**src/rtl/rev_host.sv**
```systemverilog
// rev_host -- initiator for the digit-reversal core's start/done handshake.
// Takes one operand from a valid/ready source and drives rv_start/rv_x through a
// full 4-phase handshake (start up, done up, start down, done down). It then
// presents the reversed result downstream with valid/ready and an error flag.
// Optional feature macro: REV_HOST_TIMEOUT_EN. When it is defined, a REQ-phase
// timeout counter is built and out_err reports expiry. When it is undefined,
// REQ waits indefinitely and out_err is tied low.
module rev_host #(
   parameter int WIDTH   = 16,
   parameter int TIMEOUT = 255
) (
   input  logic             clk,
   input  logic             rst,
   input  logic             in_valid,
   input  logic [WIDTH-1:0] in_data,
   output logic             in_ready,
   output logic             out_valid,
   output logic [WIDTH-1:0] out_data,
   output logic             out_err,
   input  logic             out_ready,
   output logic             rv_start,
   output logic [WIDTH-1:0] rv_x,
   input  logic             rv_done,
   input  logic [WIDTH-1:0] rv_result,
   output logic             busy
);

   typedef enum logic [1:0] {
      ST_IDLE = 2'd0,
      ST_REQ  = 2'd1,
      ST_REL  = 2'd2,
      ST_OUT  = 2'd3
   } state_t;

   state_t           state_q, state_d;
   logic             rv_start_q, rv_start_d;
   logic             out_valid_q, out_valid_d;
   logic [WIDTH-1:0] rv_x_q, rv_x_d;
   logic [WIDTH-1:0] out_data_q, out_data_d;
   logic             accept_s;
   logic             rel_exit_s;
   logic             tmo_s;
   logic             err_s;
   logic             in_ready_s;
   logic             busy_s;

   // An operand is taken only from IDLE; the result is captured when REL sees done low,
   // because the reverser loads its output register on the edge REQ sees done.
   assign accept_s   = (state_q == ST_IDLE) && in_valid;
   assign rel_exit_s = (state_q == ST_REL) && !rv_done;

`ifdef REV_HOST_TIMEOUT_EN
   localparam int CW = $clog2(TIMEOUT);

   logic [CW-1:0] cnt_q, cnt_d;
   logic          err_q, err_d;
   logic          out_err_q, out_err_d;

   // Expiry only counts when done is absent on that edge: a coincident done wins.
   assign tmo_s = (state_q == ST_REQ) && !rv_done && (cnt_q == CW'(TIMEOUT - 1));
   assign err_s = err_q;

   // Timeout bookkeeping: count REQ cycles, latch the error and hand it to the output flag.
   always_comb begin
      cnt_d     = cnt_q;
      err_d     = err_q;
      out_err_d = out_err_q;
      if (accept_s) begin
         cnt_d = {CW{1'b0}};
         err_d = 1'b0;
      end else if (tmo_s) begin
         err_d = 1'b1;
      end else if ((state_q == ST_REQ) && !rv_done) begin
         cnt_d = cnt_q + CW'(1);
      end else begin
         cnt_d = cnt_q;
      end
      if (rel_exit_s) begin
         out_err_d = err_q;
      end else begin
         out_err_d = out_err_q;
      end
   end

   // Timeout counter, sticky error and registered error output.
   always_ff @(posedge clk or posedge rst) begin
      if (rst) begin
         cnt_q     <= {CW{1'b0}};
         err_q     <= 1'b0;
         out_err_q <= 1'b0;
      end else begin
         cnt_q     <= cnt_d;
         err_q     <= err_d;
         out_err_q <= out_err_d;
      end
   end

   assign out_err = out_err_q;
`else
   assign tmo_s   = 1'b0;
   assign err_s   = 1'b0;
   assign out_err = 1'b0;
`endif

   // State register.
   always_ff @(posedge clk or posedge rst) begin
      if (rst) begin
         state_q <= ST_IDLE;
      end else begin
         state_q <= state_d;
      end
   end

   // Next-state logic for the 4-phase handshake.
   always_comb begin
      state_d = state_q;
      case (state_q)
         ST_IDLE: begin
            if (in_valid) state_d = ST_REQ;
            else          state_d = ST_IDLE;
         end
         ST_REQ: begin
            if (rv_done || tmo_s) state_d = ST_REL;
            else                  state_d = ST_REQ;
         end
         ST_REL: begin
            if (!rv_done) state_d = ST_OUT;
            else          state_d = ST_REL;
         end
         ST_OUT: begin
            if (out_ready) state_d = ST_IDLE;
            else           state_d = ST_OUT;
         end
         default: state_d = ST_IDLE;
      endcase
   end

   // State-decoded outputs: the upstream ready and the busy flag.
   always_comb begin
      in_ready_s = 1'b0;
      busy_s     = 1'b1;
      case (state_q)
         ST_IDLE: begin
            in_ready_s = 1'b1;
            busy_s     = 1'b0;
         end
         ST_REQ, ST_REL, ST_OUT: begin
            in_ready_s = 1'b0;
            busy_s     = 1'b1;
         end
         default: begin
            in_ready_s = 1'b0;
            busy_s     = 1'b1;
         end
      endcase
   end

   // Next values for the operand/result registers and the registered strobes.
   always_comb begin
      rv_x_d      = rv_x_q;
      out_data_d  = out_data_q;
      rv_start_d  = (state_d == ST_REQ);
      out_valid_d = (state_d == ST_OUT);
      if (accept_s) begin
         rv_x_d = in_data;
      end else begin
         rv_x_d = rv_x_q;
      end
      if (rel_exit_s) begin
         if (err_s) out_data_d = {WIDTH{1'b0}};
         else       out_data_d = rv_result;
      end else begin
         out_data_d = out_data_q;
      end
   end

   // Registered, glitch-free outputs; values hold outside their qualifying states.
   always_ff @(posedge clk or posedge rst) begin
      if (rst) begin
         rv_start_q  <= 1'b0;
         out_valid_q <= 1'b0;
         rv_x_q      <= {WIDTH{1'b0}};
         out_data_q  <= {WIDTH{1'b0}};
      end else begin
         rv_start_q  <= rv_start_d;
         out_valid_q <= out_valid_d;
         rv_x_q      <= rv_x_d;
         out_data_q  <= out_data_d;
      end
   end

   assign in_ready  = in_ready_s;
   assign busy      = busy_s;
   assign rv_start  = rv_start_q;
   assign out_valid = out_valid_q;
   assign rv_x      = rv_x_q;
   assign out_data  = out_data_q;

endmodule

```
**config.mk**
```make
export PLATFORM = sky130hd
export DESIGN_NAME = rev_host
export DESIGN_NICKNAME = d
export VERILOG_FILES = /design/src/rtl/rev_host.sv
export SDC_FILE = /design/constraint.sdc
export NUM_CORES = 1
export LEC_CHECK = 0
export BUFFER_PORTS_ARGS = -buffer_cell sky130_fd_sc_hd__buf_2
export CAP_MARGIN = 20
export CORE_MARGIN = 2
export CORE_UTILIZATION = 39
export CTS_CLUSTER_SIZE = 8
export DETAILED_ROUTE_END_ITERATION = 10
export GPL_TIMING_DRIVEN = 0
export PLACE_DENSITY = 0.7
export SETUP_SLACK_MARGIN = 0.5
export SKIP_CTS_REPAIR_TIMING = 1
export SLEW_MARGIN = 20
export SYNTH_ARGS = -nofsm -noshare
export SYNTH_HDL_FRONTEND = slang
export SYNTH_SLANG_ARGS = --single-unit
```
**constraint.sdc**
```tcl
create_clock -name clk -period 2.9 [get_ports clk]
set_clock_uncertainty 0.2 [all_clocks]
set_input_delay 0.145 -clock clk [delete_from_list [all_inputs] [get_ports clk]]
set_output_delay 0.145 -clock clk [all_outputs]
set_load 0.01 [all_outputs]
```
==> results.yml <==
run_status:
  status: "completed"
sta:
  period_share_pct: 64.3
  setup-violations-final: 0
  hold_viol_final: 0
  worst_slew_pin_slew_ns: 0.732
  rsz0062_at_grt: "no"
  finalCriticalPeriod_ns: 1.87
  fmax_mhz: 536
  maxSlewHeadroom_pct: 51.2
  fin_tns_setup_ns: 0
  holdWs_ns: 0.191
  slew_violations: 0
yosys:
  syn_nets: 123
  ys_types: 20
  synthFlopType: "dfrtp_1"
  yosys.area.top_type: "dfrtp_1"
  yosys_warnings: 0
  synth_fa_ha_area_share_pct: 0
  synth-async-reset-ratio_pct: 100
  yosys.area_share.xor_xnor_pct: 0
  avgSynthCellArea_um2: 16.9
  synth_top_family_by_area: "multiplexers"
  synth_area_leaders: "dfrtp_1 (62%), mux2_2 (17%), mux2_4 (10%)"
  synth_compound_area_share_pct: 1.29
  muxShareOfSynthArea_pct: 28.1
  synth_simple_gate_area_share_pct: 3.62
  ys_seq_area_share_pct: 62.0
  synth-edff-count: 0
  ys_ff_latch: 36
  synth_area_um2: 1450
  syn-instance-count: 86
  synth_top_area_share_pct: 62.0
worst_hold_path:
  hp-class: "primary input to flip-flop"
  worstHoldPathCells: 4
floorplanning:
  die_x_um: 65.0
  rows: 22
  core-area_um2: 3630
  io-pin-count: 74
  die_h_um: 65.0
  start_util_pct: 40.0
  die-area_um2: 4230
detailed_routing:
  drc: 0
  wl_per_cell_um: 14.0
  dr_total_vias: 1099
  drt_pass1_iterations: 4
  vias_per_cell: 4.40
  route.met2.wl_um: 1870
  wl_met1_um: 1410
  drtIter0Drc: 23
  final_antenna_net_count: 0
  dr_wl_met3_um: 186
  wirelength_um: 3500
  dr.max_layer_used: "met4"
pwr:
  ir_drop_v: 0.000455
  power_density_nw_per_um2: 964
  power.leakage_nw: 1.15
clock_network:
  clkLatencyLatePin_ns: 0.28
  cts-buffers-inserted: 5
  path_clk_slew_ns: 0.07
  htreeDepth: 2
  cts_tree: "done"
  clockBufferDepth: 2
  cts-root-buf: "clkbuf_8"
  cts_sinks: 36
worst_setup_path:
  cp-startpoint: "rv_done"
  critPathCaptureType: "flip-flop"
  regToRegStartpoint: "state_q[0]"
  critPathMaxFanout: 10
  start_kind: "primary input"
  r2r_end: "rv_x[9]"
  crit_arrival_ns: 1.83
  reg2reg_setup_slack_ns: 1.07
  r2r_cells: 7
  crit_end: "out_data[5]"
  crit_type: "primary input to flip-flop"
  required_ns: 2.86
global_route:
  grt_max_degree: 37
  grt_pass1_wl_um: 4370
  grt_pass1_vias: 908
  grtUsageTotal_pct: 13.9
  grt-ovfl-total: 0
  grt_antenna_before_repair: 0
final_layout:
  fin_nets: 238
  final_cell_area_um2: 2330
  seqCellArea_um2: 901
  areaGrowthSynthToFinish_pct: 60.1
  multi_input_area_um2: 483
  nFillCells: 289
  diodes: 0
  layout-drive-gt1-share_pct: 60.9
place:
  io_buffers: 72
  gp_congestion: 0.647
  place_area_um2: 1870
run:
  maxCapViolCount: 0
-- placed cells by master, fill, tap and decap left out, types with 2 or more instances in the layout --
cell           count
clkbuf_8           6
mux2_4            10
dlygate4sd3_1     36
buf_4              2
clkinv_2           2
dfrtp_1           36
mux2_2            22
inv_2              2
buf_2             72
-- logic make-up (layout without fill, tap and decap cells) --
logic type             count (synthesis)  after routing
muxes                                 33             33
DFF                                   36             36
buffers and inverters                  7            123
AOI/OAI and AO/OA                      3              3
other                                  1              1
and+or+nand+nor                        6              6
-- final cells by class --
type,count,share of cell area [%]
repair buffers,108,31.0
clock buffers,6,3.55
flip-flops and latches,36,38.7
inverters,2,0.323
plain buffers,5,2.64
well taps,48,2.58
multi-input cells,43,20.8
clock inverters,2,0.430
-- how the worst min path moves through the flow --
stage / slack [ns] / startpoint / end
6_report: 0.19 / in_valid / rv_x[11]
5_1_grt: 0.19 / in_valid / rv_x[15]
4_1_cts: -0.19 / rst / rv_x[8]
3_5_place_dp: 0.11 / rst / rv_x[0]
3_3_place_gp: 0.14 / out_ready / state_q[1]
2_1_floorplan: 0.04 / out_ready / state_q[1]
-- layer usage --
metal / vias up / track usage (%)
li1: 522 / -
met1: 527 / 18.4
met2: 48 / 20.5
met3: 2 / 4.17
met4: 0 / 7.81
met5: - / 0
-- state kept, by name (all words and copies together) (netlist names) --
signal / count
rv_start: 1
out_data: 16
out_valid: 1
state_q: 2
rv_x: 16
-- Yosys cell counts, types with 2 or more instances --
library cell / n
buf_4: 2
dfrtp_1: 36
mux2_4: 10
mux2_2: 22
-- metrics by stage --
stage	setup slack, ns	power, mW	cells	util, %
floorplan	1.10	1.49	86	-
global placement	1.11	1.80	206	51.5
detailed placement	1.07	1.84	206	51.5
CTS	1.06	2.21	214	54.1
global route	0.963	2.38	250	64.0
finish	1.03	2.24	250	64.0
-- critical path, cell delays in order --
cell and delay [ns]:
dlygate4sd3_1 0.54, buf_2 0.16, nor3b_4 0.36, buf_4 0.26, mux2_2 0.36
-- power breakdown --
part | total, mW | leakage, nW | switching [mW] | internal [mW]
registers | 0.891 | 0.427 | 0.132 | 0.759
clock network | 0.360 | 0.0510 | 0.170 | 0.189
logic | 0.991 | 0.671 | 0.416 | 0.576
(Power assumes the default switching activity.)
